**config.mk**
```make
export PLATFORM = sky130hd
export DESIGN_NAME = vga_timing_overlay
export DESIGN_NICKNAME = d
export VERILOG_FILES = /design/src/rtl/vga_pkg.sv /design/src/rtl/vga_pix_ce.sv /design/src/rtl/vga_timing_overlay.sv
export SDC_FILE = /design/constraint.sdc
export NUM_CORES = 1
export LEC_CHECK = 0
export ABC_AREA = 0
export BUFFER_PORTS_ARGS = -buffer_cell sky130_fd_sc_hd__buf_4
export CORE_UTILIZATION = 52
export CTS_CLUSTER_DIAMETER = 60
export DETAILED_ROUTE_END_ITERATION = 8
export HOLD_SLACK_MARGIN = 0.02
export PLACE_DENSITY_LB_ADDON = 0.2
export SKIP_CTS_REPAIR_TIMING = 1
export SLEW_MARGIN = 30
export SYNTH_ARGS = -nofsm -noshare
export SYNTH_HDL_FRONTEND = slang
export SYNTH_SLANG_ARGS = --single-unit
```
**constraint.sdc**
```tcl
create_clock -name clk -period 4.2 [get_ports clk]
set_clock_uncertainty 0.15 [all_clocks]
set_input_delay 1.05 -clock clk [delete_from_list [all_inputs] [get_ports clk]]
set_output_delay 1.05 -clock clk [all_outputs]
set_load 0.05 [all_outputs]
```
**src/rtl/vga_pkg.sv**
```systemverilog
// rtl/vga_pkg.sv - shared VGA timing constants and helpers
// Purpose: default 640x480@60 timing numbers, line/frame total helpers and
//          colour field sizing used by the raster generator.
// Ports:   none (package).
package vga_pkg;

  // 640x480@60 Hz, 25 MHz pixel rate
  localparam int VGA_H_ACTIVE = 640;
  localparam int VGA_H_FP     = 16;
  localparam int VGA_H_SYNC   = 96;
  localparam int VGA_H_BP     = 48;
  localparam int VGA_V_ACTIVE = 480;
  localparam int VGA_V_FP     = 10;
  localparam int VGA_V_SYNC   = 2;
  localparam int VGA_V_BP     = 33;

  // Colour is carried as {R,G,B}, each channel CW bits wide
  localparam int RGB_CHANNELS = 3;

  function automatic int h_total(input int active, input int fp, input int sync, input int bp);
    return active + fp + sync + bp;
  endfunction

  function automatic int v_total(input int active, input int fp, input int sync, input int bp);
    return active + fp + sync + bp;
  endfunction

  function automatic int rgb_width(input int cw);
    return RGB_CHANNELS * cw;
  endfunction

endpackage

```
**src/rtl/vga_pix_ce.sv**
```systemverilog
// rtl/vga_pix_ce.sv - pixel-rate clock enable divider
// Purpose: produces a one-clk enable pulse every CLK_DIV system clocks.
//          The first pulse is seen at the CLK_DIVth clock edge after reset.
//          CLK_DIV=1 gives a permanently high enable.
// Ports:   i_clk    system clock
//          i_rst    async active-high reset
//          o_pix_ce pixel clock enable
module vga_pix_ce
  import vga_pkg::*;
#(
  parameter int CLK_DIV = 2
) (
  input  logic i_clk,
  input  logic i_rst,
  output logic o_pix_ce
);

  // At least one bit even for CLK_DIV=1, where the counter simply sits at 0
  localparam int DW = (CLK_DIV > 1) ? $clog2(CLK_DIV) : 1;
  localparam logic [DW-1:0] LAST = DW'(CLK_DIV - 1);

  logic [DW-1:0] r_div;

  always_ff @(posedge i_clk or posedge i_rst) begin
    if (i_rst) begin
      r_div <= '0;
    end else if (r_div == LAST) begin
      r_div <= '0;
    end else begin
      r_div <= r_div + 1'b1;
    end
  end

  assign o_pix_ce = (r_div == LAST);

endmodule

```
**src/rtl/vga_timing_overlay.sv**
```systemverilog
// rtl/vga_timing_overlay.sv - parametrised VGA raster generator with one rectangle overlay
// Purpose: runs H/V counters at the pixel rate, emits registered syncs, active
//          video, pixel coordinates and a colour that is the rectangle colour
//          inside the rectangle and the background elsewhere in the active area.
// Ports:   clk, rst                     system clock, async active-high reset
//          rect_x0/x1, rect_y0/y1       rectangle bounds, inclusive
//          rect_rgb, bg_rgb             {R,G,B} rectangle / background colour
//          vga_hsy, vga_vsy             sync outputs (polarity HS_POL/VS_POL)
//          vga_red/green/blue           colour channels, zero while blanking
//          de, x, y                     active flag and coordinate of output pixel
//          frame_start                  one-clk pulse with output of pixel (0,0)
module vga_timing_overlay
  import vga_pkg::*;
#(
  parameter int CLK_DIV  = 2,
  parameter int H_ACTIVE = VGA_H_ACTIVE,
  parameter int H_FP     = VGA_H_FP,
  parameter int H_SYNC   = VGA_H_SYNC,
  parameter int H_BP     = VGA_H_BP,
  parameter int V_ACTIVE = VGA_V_ACTIVE,
  parameter int V_FP     = VGA_V_FP,
  parameter int V_SYNC   = VGA_V_SYNC,
  parameter int V_BP     = VGA_V_BP,
  parameter bit HS_POL   = 1'b0,
  parameter bit VS_POL   = 1'b0,
  parameter int CW       = 1,
  parameter int XW       = 10,
  parameter int YW       = 10
) (
  input  logic                        clk,
  input  logic                        rst,
  input  logic [XW-1:0]               rect_x0,
  input  logic [XW-1:0]               rect_x1,
  input  logic [YW-1:0]               rect_y0,
  input  logic [YW-1:0]               rect_y1,
  input  logic [rgb_width(CW)-1:0]    rect_rgb,
  input  logic [rgb_width(CW)-1:0]    bg_rgb,
  output logic                        vga_hsy,
  output logic                        vga_vsy,
  output logic [CW-1:0]               vga_red,
  output logic [CW-1:0]               vga_green,
  output logic [CW-1:0]               vga_blue,
  output logic                        de,
  output logic [XW-1:0]               x,
  output logic [YW-1:0]               y,
  output logic                        frame_start
);

  localparam int RGBW    = rgb_width(CW);
  localparam int H_TOTAL = h_total(H_ACTIVE, H_FP, H_SYNC, H_BP);
  localparam int V_TOTAL = v_total(V_ACTIVE, V_FP, V_SYNC, V_BP);

  // Decode constants carry one extra bit so a sync end equal to the total
  // (zero back porch) still fits without wrapping.
  localparam int XE = XW + 1;
  localparam int YE = YW + 1;

  localparam logic [XW-1:0] H_LAST  = XW'(H_TOTAL - 1);
  localparam logic [YW-1:0] V_LAST  = YW'(V_TOTAL - 1);
  localparam logic [XE-1:0] H_ACT_E = XE'(H_ACTIVE);
  localparam logic [XE-1:0] H_SS_E  = XE'(H_ACTIVE + H_FP);
  localparam logic [XE-1:0] H_SE_E  = XE'(H_ACTIVE + H_FP + H_SYNC);
  localparam logic [YE-1:0] V_ACT_E = YE'(V_ACTIVE);
  localparam logic [YE-1:0] V_SS_E  = YE'(V_ACTIVE + V_FP);
  localparam logic [YE-1:0] V_SE_E  = YE'(V_ACTIVE + V_FP + V_SYNC);

  logic w_ce;

  vga_pix_ce #(
    .CLK_DIV (CLK_DIV)
  ) u_pix_ce (
    .i_clk    (clk),
    .i_rst    (rst),
    .o_pix_ce (w_ce)
  );

  // Raster counters
  logic [XW-1:0] r_h;
  logic [YW-1:0] r_v;

  always_ff @(posedge clk or posedge rst) begin
    if (rst) begin
      r_h <= '0;
      r_v <= '0;
    end else if (w_ce) begin
      if (r_h == H_LAST) begin
        r_h <= '0;
        r_v <= (r_v == V_LAST) ? '0 : r_v + 1'b1;
      end else begin
        r_h <= r_h + 1'b1;
      end
    end
  end

  // Shadow copies of the overlay controls, refreshed once per frame
  logic [XW-1:0]   r_x0, r_x1;
  logic [YW-1:0]   r_y0, r_y1;
  logic [RGBW-1:0] r_rect_rgb, r_bg_rgb;

  logic w_first;
  assign w_first = (r_h == '0) && (r_v == '0);

  // Pixel (0,0) is rendered with the values being captured on that same
  // edge, so every pixel of a frame sees one consistent set of controls.
  logic [XW-1:0]   w_x0, w_x1;
  logic [YW-1:0]   w_y0, w_y1;
  logic [RGBW-1:0] w_rect_rgb, w_bg_rgb;

  assign w_x0       = w_first ? rect_x0  : r_x0;
  assign w_x1       = w_first ? rect_x1  : r_x1;
  assign w_y0       = w_first ? rect_y0  : r_y0;
  assign w_y1       = w_first ? rect_y1  : r_y1;
  assign w_rect_rgb = w_first ? rect_rgb : r_rect_rgb;
  assign w_bg_rgb   = w_first ? bg_rgb   : r_bg_rgb;

  always_ff @(posedge clk or posedge rst) begin
    if (rst) begin
      r_x0       <= '0;
      r_x1       <= '0;
      r_y0       <= '0;
      r_y1       <= '0;
      r_rect_rgb <= '0;
      r_bg_rgb   <= '0;
    end else if (w_ce && w_first) begin
      r_x0       <= rect_x0;
      r_x1       <= rect_x1;
      r_y0       <= rect_y0;
      r_y1       <= rect_y1;
      r_rect_rgb <= rect_rgb;
      r_bg_rgb   <= bg_rgb;
    end
  end

  // Decode for the current counter position
  logic [XE-1:0]   w_h_e;
  logic [YE-1:0]   w_v_e;
  logic            w_de, w_hs_on, w_vs_on, w_in_rect;
  logic [RGBW-1:0] w_rgb;

  assign w_h_e     = {1'b0, r_h};
  assign w_v_e     = {1'b0, r_v};
  assign w_de      = (w_h_e < H_ACT_E) && (w_v_e < V_ACT_E);
  assign w_hs_on   = (w_h_e >= H_SS_E) && (w_h_e < H_SE_E);
  assign w_vs_on   = (w_v_e >= V_SS_E) && (w_v_e < V_SE_E);
  // Inverted bounds make this false everywhere, giving an empty rectangle
  assign w_in_rect = (r_h >= w_x0) && (r_h <= w_x1) && (r_v >= w_y0) && (r_v <= w_y1);
  assign w_rgb     = !w_de ? '0 : (w_in_rect ? w_rect_rgb : w_bg_rgb);

  // Output registers, one pixel period behind the counters
  logic            r_hsy, r_vsy, r_de, r_fs;
  logic [XW-1:0]   r_x;
  logic [YW-1:0]   r_y;
  logic [RGBW-1:0] r_rgb;

  always_ff @(posedge clk or posedge rst) begin
    if (rst) begin
      r_hsy <= ~HS_POL;
      r_vsy <= ~VS_POL;
      r_de  <= 1'b0;
      r_x   <= '0;
      r_y   <= '0;
      r_rgb <= '0;
      r_fs  <= 1'b0;
    end else begin
      r_fs <= w_ce && w_first;
      if (w_ce) begin
        r_hsy <= w_hs_on ? HS_POL : ~HS_POL;
        r_vsy <= w_vs_on ? VS_POL : ~VS_POL;
        r_de  <= w_de;
        r_x   <= r_h;
        r_y   <= r_v;
        r_rgb <= w_rgb;
      end
    end
  end

  assign vga_hsy     = r_hsy;
  assign vga_vsy     = r_vsy;
  assign de          = r_de;
  assign x           = r_x;
  assign y           = r_y;
  assign frame_start = r_fs;
  assign vga_red     = r_rgb[3*CW-1:2*CW];
  assign vga_green   = r_rgb[2*CW-1:CW];
  assign vga_blue    = r_rgb[CW-1:0];

endmodule
```
* Yosys cells after proc, flatten, opt, wreduce, memory -nomap -nowiden
Index checks and enable logic that the tools add are counted.
Operators by class: add/sub/neg operators 3, magnitude comparators 10, eq/ne operators 2, muxes and demuxes 13, reduce and logical (&&, ||, !) cells 11
Operators with widths (count):
- $mux 10 | 6
- $add 10x1->10 const B | 2
- $eq 10x10->1 const B | 2
- $ge 10x10->1 | 2
- $le 10x10->1 | 2
- $logic_not 10->1 | 2
- $lt 10x10->1 const B | 2
- $lt 10x9->1 const B | 2
- $mux 3 | 4
- $ge 10x10->1 const B | 1
- $ge 10x9->1 const B | 1
- $logic_and 1x1->1 | 8
- $mux 1 | 3
- $reduce_and 2->1 | 1
- $add 1x1->1 const B | 1
Storage, ports and cells: register bits 94, input port bits 48, output and inout bits 27

* Longest topological paths before layout
Gate-level depths: netlist (run 1).
depth in word-level cells 9, mapped depth 16

* Modules after synthesis
Synthesis (run 1) repeated with hierarchy kept, for this count alone.
Second synthesis, totals: cells, all modules 542, area, all modules 5241.3 µm²
Modules (own cells, without submodules):
- vga_timing_overlay | times used 1, cells an instance 539, area an instance 5208.7 µm², sequential area each 2329.7 µm²
- vga_pix_ce | times used 1, cells an instance 3, area an instance 32.5 µm², sequential area each 25.0 µm²

* Worst setup path before layout (run 1)
OpenSTA, ideal clock, no wires.
kind register to register, from reg r_h[4], to reg r_rgb[0], arrival 3.709 ns, data required time 3.924 ns, slack 0.214 ns, cell stages (with the launch flop) 15, buffers on the path 2, clock period less this slack 3.986 ns, path through dfrtp_1 > or3_1 > or4_4 > nor3_4 > buf_6 > buf_6 > mux2_1 > ha_1 > nand2b_1 > a21oi_1 > o211ai_1 > a221oi_1 > nor4_1 > nor3_1 > a221o_1
On the way: word-level cells in the longest chain between the ends 9, elaborated cells on any way between the ends 19, those cells by class order compare (5); mux (8); reduce/logical (6)
Ends and longest elaborated chain:
- start: declaration | RTL line vga_timing_overlay.sv:78 | logic [XW-1:0] r_h;
- start signal: assignment | RTL line vga_timing_overlay.sv:90 | r_h <= r_h + 1'b1;
- $logic_not 10->1 | RTL line vga_timing_overlay.sv:101 | assign w_first = (r_h == '0) && (r_v == '0);
- $logic_and 1x1->1 | RTL line vga_timing_overlay.sv:101
- $mux 10, on equally long branches | RTL line vga_timing_overlay.sv:109, vga_timing_overlay.sv:110
- $ge 10x10->1 / $le 10x10->1 (equally long branches) | RTL line vga_timing_overlay.sv:146 | assign w_in_rect = (r_h >= w_x0) && (r_h <= w_x1) && (r_v >= w_y0) && (r_v <= w_y1);
- $logic_and 1x1->1 (3 in a row) | RTL line vga_timing_overlay.sv:146
- $mux 3 | RTL line vga_timing_overlay.sv:147 | assign w_rgb = !w_de ? '0 : (w_in_rect ? w_rect_rgb : w_bg_rgb);
- $mux 3 (*) | RTL line vga_timing_overlay.sv:147
- end signal: assignment | RTL line vga_timing_overlay.sv:172 | r_rgb <= w_rgb;
- end: declaration | RTL line vga_timing_overlay.sv:153 | logic [RGBW-1:0] r_rgb;
Mark *: on every way between the ends. The rest lies on a longest branch, timed or not. A chain may end at the register's enable or synchronous reset.

* Final worst setup path (run 1)
from reg r_h[4], to reg r_rgb[2]
Same word-level chain as after synthesis.

==> results of run 1 <==
final timing paths:
| kind | start | to | slack [ns] |
|---|---|---|---|
| hold reg to reg | r_bg_rgb[2] | r_bg_rgb[2] | 0.32 |
| setup / recovery | r_h[4] | r_rgb[2] | 0.26 |
| max in group asynchronous | rst | vga_hsy | 2.87 |
| setup reg to reg | r_h[4] | r_rgb[2] | 0.26 |
| min in group asynchronous | rst | y[1] | 0.63 |
| hold / removal | r_bg_rgb[2] | r_bg_rgb[2] | 0.32 |
state kept, by name, indices dropped and copies added (netlist names), 3 cells and up:
register	count
r_bg_rgb	3
r_h	10
r_rect_rgb	3
r_rgb	3
r_v	10
r_x0	10
r_x1	10
r_y0	10
r_y1	10
x	10
y	10
per-layer routing:
| metal | vias up | global-route usage (%) |
|---|---|---|
| li1 | 1999 | - |
| met1 | 1962 | 33.5 |
| met2 | 102 | 36.2 |
| met3 | 17 | 4.10 |
| met4 | 0 | 7.58 |
| met5 | - | 0 |
cell type report:
type | instances | area (um^2)
repair buffers | 99 | 768
multi-input cells | 401 | 2710
fillers | 814 | 3480
inverters | 9 | 35.0
flip-flops and latches | 94 | 2350
clock buffers | 13 | 149
clock inverters | 3 | 67.6
well taps | 133 | 166
through the flow:
stage | cells | hold WS [ns]
floorplan | 526 | 0.282
global placement | 736 | 0.295
detailed placement | 736 | 0.303
CTS | 752 | 0.323
global route | 752 | 0.340
finish | 752 | 0.317
power by group through the flow:
stage,Combinational (mW),Sequential [mW],Clock (mW)
2_1_floorplan,0.0639,0.961,0
3_3_place_gp,0.128,0.959,0
3_5_place_dp,0.133,0.959,0
4_1_cts,0.133,0.941,0.676
5_1_grt,0.149,0.944,0.710
6_report,0.131,0.942,0.661
worst reg2reg max path, stage by stage, from the launching register on:
cell	delay, ns
dfrtp_1	0.38
or3_1	0.39
or4_4	0.47
nor3_4	0.17
buf_12	0.26
buf_4	0.25
mux2i_1	0.21
ha_1	0.26
a211o_1	0.30
o211ai_1	0.08
o211ai_1	0.12
a221oi_2	0.35
nor4_4	0.12
nor3_1	0.23
a221o_1	0.14
cell usage in the layout (no fill, tap or decap), types with 3 or more instances in the layout:
master / instances
a21o_1: 5
ha_1: 44
a21oi_1: 12
clkbuf_8: 10
nand4_1: 8
inv_1: 8
mux2_2: 21
mux2i_1: 42
nor3_1: 6
buf_4: 97
o21ai_0: 18
dfrtp_1: 92
mux2_1: 4
nand2_1: 159
xor2_1: 5
nand2b_1: 3
nand3_1: 11
a221o_1: 3
nor2_1: 17
and3_1: 5
nor2b_1: 3
xnor2_1: 6
nor4_1: 3
clkbuf_1: 3
a31oi_1: 3
kinds of logic (layout without fill, tap and decap cells):
group / Yosys count / in the layout / synth area share (%)
AOI/OAI and AO/OA: 52 / 52 / 6.37
muxes: 67 / 67 / 13.5
adders and majority gates: 44 / 44 / 10.6
DFF: 94 / 94 / 45.4
xor gates and xnor gates: 11 / 11 / 1.86
buffers and inverters: 31 / 124 / 2.97
and+or+nand+nor: 227 / 227 / 19.2
==> flow_metrics.py, run 1 <==
metrics = {
    "outcome": {
        "status": "finished, final reports clean",
    },
    "synth": {
        "yosysTopAreaCellShare_pct": 44.4,
        "syn_inst": 526,
        "seq_area_frac_synth_pct": 45.4,
        "yosys_warnings": 0,
        "ys.flop_type": "dfrtp_1",
        "synth_edf_count": 0,
        "syn_area_mm2": 0.00518,
        "synth_area_leaders": "dfrtp_1 44%, nand2_1 12%, ha_1 11%",
        "synth_fp_nets": 618,
        "synth_common_cells": "159 x nand2_1, 92 x dfrtp_1, 44 x ha_1, 42 x mux2i_1, 21 x mux2_2",
        "synth_top_area_cell": "dfrtp_1",
        "synthArstFlopShare_pct": 100,
        "avgSynthCellArea_um2": 9.85,
        "yosysUniqueCellTypes": 45,
        "ys_seq_elements": 94,
        "yosysMostFrequentCell": "nand2_1",
    },
    "cells_and_area": {
        "fin_area_mm2": 0.00625,
        "drive_gt1_share_pct": 23.1,
        "n_antenna_cell": 0,
        "area_delta_synth_final_pct": 20.6,
        "finish.utilization_pct": 64.3,
        "nNetsFinal": 706,
    },
    "route": {
        "totalWireLength_mm": 11.6,
        "drtIter0Drc": 145,
        "drc": 0,
        "top_layer_used": "met4",
        "wl_met3_um": 583,
        "routedLengthMet1_mm": 5.51,
        "wl_met2_mm": 5.35,
        "drtPass1Iterations": 5,
        "antenna_left": 0,
        "via_per_inst": 5.43,
        "vias": 4080,
        "wl_per_cell_um": 15.4,
    },
    "die": {
        "initial_core_util_pct": 53.3,
        "die-area_mm2": 0.0104,
        "die_h_um": 102,
        "die_w_um": 102,
        "pin_count": 75,
        "fp.coreArea_mm2": 0.00973,
        "row_count": 36,
    },
    "placed_design": {
        "gp_congestion": 0.841,
        "place_area_mm2": 0.00601,
        "io_buffers": 74,
        "pre_cts_ws_ns": 0.0727,
        "dp_hpwl_mm": 8.42,
    },
    "critical_path": {
        "crit_chain": "or3_1 -> or4_4 -> nor3_4 -> buf_12 -> buf_4 -> mux2i_1 -> ha_1 -> a211o_1 -> o211ai_1 -> o211ai_1 -> a221oi_2 -> nor4_4 -> nor3_1 -> a221o_1",
        "path_common_cell": "o211ai_1",
        "worst_setup_path_start_kind": "flip-flop",
        "critPathMaxFanout": 31,
        "cp_slowest_cell": "or4_4",
        "path_depth": 14,
        "cp_top_family": "simple AND/OR/NAND/NOR gates",
        "arrival_ns": 4.08,
        "critical_path_buf_inv_count": 2,
        "max_stage_delay_ns": 0.47,
        "crit_type": "flip-flop to flip-flop",
        "ff2ff_path_depth": 14,
        "endpoint_kind": "flip-flop",
        "cp.required_ns": 4.34,
    },
    "global_routing": {
        "grt_pass1_wl_mm": 18.7,
        "grt_usage_pct": 23.4,
        "grt_overflow": 0,
        "antenna_found_initial": 0,
        "grt_max_degree": 95,
        "grt_pass1_vias": 3912,
    },
    "pwr": {
        "switchingPower_mw": 0.391,
        "pwr-share-seq_pct": 54.3,
        "clock_power_share_pct": 38.1,
        "vdd_drop_max_mv": 0.128,
        "p_per_area_mw_per_mm2": 277,
        "combPwrFrac_pct": 7.6,
        "p_int_mw": 1.34,
        "p_sw_share_pct": 22.6,
        "finalPower_mw": 1.73,
        "p_leak_nw": 3.06,
    },
    "timing": {
        "fin_tns_setup_ns": 0,
        "fin_ws_ns": 0.255,
        "drv_slew": 0,
        "setup-violations-final": 0,
        "period_minus_slack_ns": 3.94,
        "relSlewSlack_pct": 49.1,
        "clock.fmax_mhz": 253,
        "hold_violations": 0,
        "period_share_pct": 93.9,
        "worst_pin_slew_ns": 0.758,
    },
    "clocking": {
        "clock_path_buffers": 2,
        "clk_latency_ns": 0.36,
        "clockRootBuffer": "clkbuf_8",
        "cts_buffers": 9,
        "path_clk_slew_ns": 0.08,
        "clock_sinks": 94,
        "htreeDepth": 3,
        "cts_tree": "done",
    },
    "min_path": {
        "min_path_cells": 2,
        "hold_class": "flip-flop to flip-flop",
    },
    "flow_run": {
        "cap_violations": 0,
    },
}
Note: power is estimated with default switching activity, not from simulation.
==> run 2: changes to the inputs <==
--- a/config.mk
+++ b/config.mk
@@ -14,5 +14,5 @@
 export PLACE_DENSITY_LB_ADDON = 0.2
 export SKIP_CTS_REPAIR_TIMING = 1
-export SLEW_MARGIN = 30
+export SLEW_MARGIN = 25
 export SYNTH_ARGS = -nofsm -noshare
 export SYNTH_HDL_FRONTEND = slang
==> constraint.sdc (replaced) <==
create_clock -name clk -period 4.2 [get_ports clk]
set_clock_uncertainty 0.15 [all_clocks]
set_input_delay 0.42 -clock clk [delete_from_list [all_inputs] [get_ports clk]]
set_output_delay 0.42 -clock clk [all_outputs]
set_load 0.05 [all_outputs]
==> run 2 against run 1 <==
Against the previous run: combinational power about the same; global-route usage is 1.0 points higher; critical path type unchanged; via count increased by 0.56%; highest routed layer unchanged; largest cell class unchanged; largest power group unchanged.
==> flow_metrics.py, run 2 (synthesis results as in run 1) <==
metrics = {
    "min_path": {
        "hold_class": "primary input to async pin",
    },
    "cells_and_area": {
        "regArea_mm2": 0.00235,
        "fin_area_mm2": 0.00626,
        "multi_input_area_mm2": 0.00271,
        "n_antenna_cell": 0,
        "final_common_cell": "nand2_1",
        "final_cell_mix": "159 x nand2_1, 99 x buf_4, 92 x dfrtp_1, 44 x ha_1, 42 x mux2i_1",
        "nNetsFinal": 709,
        "area_delta_synth_final_pct": 20.8,
        "final_cells": 755,
        "fillers": 826,
        "drive_gt1_share_pct": 23.8,
    },
    "die": {
        "die-area_mm2": 0.0104,
        "die_w_um": 102,
        "fp.coreArea_mm2": 0.00973,
        "initial_core_util_pct": 53.3,
        "pin_count": 75,
        "die_h_um": 102,
        "row_count": 36,
    },
    "placed_design": {
        "pre_cts_ws_ns": -0.0148,
        "io_buffers": 74,
        "place_area_mm2": 0.00602,
        "gp_congestion": 0.856,
        "dp_hpwl_mm": 8.61,
        "dp.cells": 737,
    },
    "route": {
        "via_per_inst": 5.43,
        "wl_per_cell_um": 15.8,
        "totalWireLength_mm": 11.9,
        "drtIter0Drc": 167,
        "drtPass1Iterations": 5,
        "antenna_left": 0,
        "vias": 4103,
        "drc": 0,
    },
    "clocking": {
        "clock_path_buffers": 2,
        "clk_latency_ns": 0.36,
        "clock_sinks": 94,
        "cts_tree": "done",
        "clockRootBuffer": "clkbuf_8",
        "path_clk_slew_ns": 0.09,
        "htreeDepth": 3,
        "cts_buffers": 9,
    },
    "critical_path": {
        "max_stage_delay_ns": 0.47,
        "worst_setup_path_start_kind": "flip-flop",
        "endpoint_kind": "flip-flop",
        "cp.required_ns": 4.35,
        "crit_type": "flip-flop to flip-flop",
        "critPathMaxFanout": 17,
        "rrSetupSlack_ns": 0.20,
        "critical_path_buf_inv_count": 1,
        "arrival_ns": 4.15,
        "crit_chain": "or3_1 -> or4_4 -> nor3_4 -> buf_12 -> mux2_1 -> ha_1 -> nand2b_1 -> a211oi_1 -> o21ai_0 -> a221oi_2 -> nor4_4 -> nor3_1 -> a221o_1",
        "cp_slowest_cell": "or4_4",
        "cp_top_family": "simple AND/OR/NAND/NOR gates",
    },
    "global_routing": {
        "grt_max_degree": 47,
        "grt_pass1_vias": 4051,
        "grt_usage_pct": 24.4,
        "antenna_found_initial": 0,
        "grt_pass1_wl_mm": 19.4,
        "grt_overflow": 0,
    },
    "timing": {
        "grt_setup_unrepaired": "false",
        "relSlewSlack_pct": 42.5,
        "fin_tns_setup_ns": 0,
        "worst_pin_slew_ns": 0.856,
        "period_minus_slack_ns": 4.00,
        "clock.fmax_mhz": 250,
        "setup-violations-final": 0,
        "fin_hold_ws_ns": 0.00900,
        "period_share_pct": 95.2,
        "fin_ws_ns": 0.202,
        "hold_violations": 0,
        "drv_slew": 0,
    },
    "pwr": {
        "p_leak_nw": 3.07,
        "vdd_drop_max_mv": 0.145,
        "p_per_area_mw_per_mm2": 263,
    },
    "flow_run": {
        "cap_violations": 0,
    },
    "outcome": {
        "status": "finished, final reports clean",
    },
}
[run 2: layout make-up]
type | count | area share [%]
Clock inverter | 3 | 0.280
Timing Repair Buffer | 102 | 12.9
Multi-Input combinational cell | 401 | 43.3
Sequential cell | 94 | 37.6
Tap cell | 133 | 2.66
Clock buffer | 13 | 2.70
Inverter | 9 | 0.559
[run 2: worst register-to-register path: cells and delay by family, from the launching register on]
family | cells | cell delay (ns)
flip-flops | 1 | 0.38
AND/OR/NAND/NOR | 6 | 1.59
AO/OA/AOI/OAI | 4 | 1.00
buffers and inverters | 1 | 0.21
adder cells (fa/ha/maj) | 1 | 0.26
multiplexers | 1 | 0.34
[run 2: power by group]
part	switching (mW)	internal (mW)	total, mW	leakage [nW]
Clock	0.313	0.263	0.576	0.0954
Sequential	0.0133	0.928	0.942	1.15
Combinational	0.0711	0.0609	0.132	1.82
[run 2: per-stage QoR]
step	util (%)	power, mW
CTS	63.7	1.66
floorplan	-	1.02
finish	64.4	1.65
global placement	61.8	1.09
detailed placement	61.8	1.09
global route	64.4	1.72
[run 2: worst paths after layout]
kind	start	endpoint	cells past startpoint
min	rst	y[9]	2
max	r_h[4]	r_rgb[1]	13
max in group asynchronous	rst	vga_hsy	3
min reg2reg	r_y1[5]	r_y1[5]	2
min in group clk	rect_x0[9]	r_x0[9]	3
max reg2reg	r_h[4]	r_rgb[1]	13
[run 2: routing by layer]
metal	GRT usage (%)	part of all wire, %	vias to the layer above
met2	38.3	47	108
met5	0	0	-
met4	7.36	0.84	0
li1	-	-	1995
met1	34.5	47	1992
met3	4.58	5.8	8
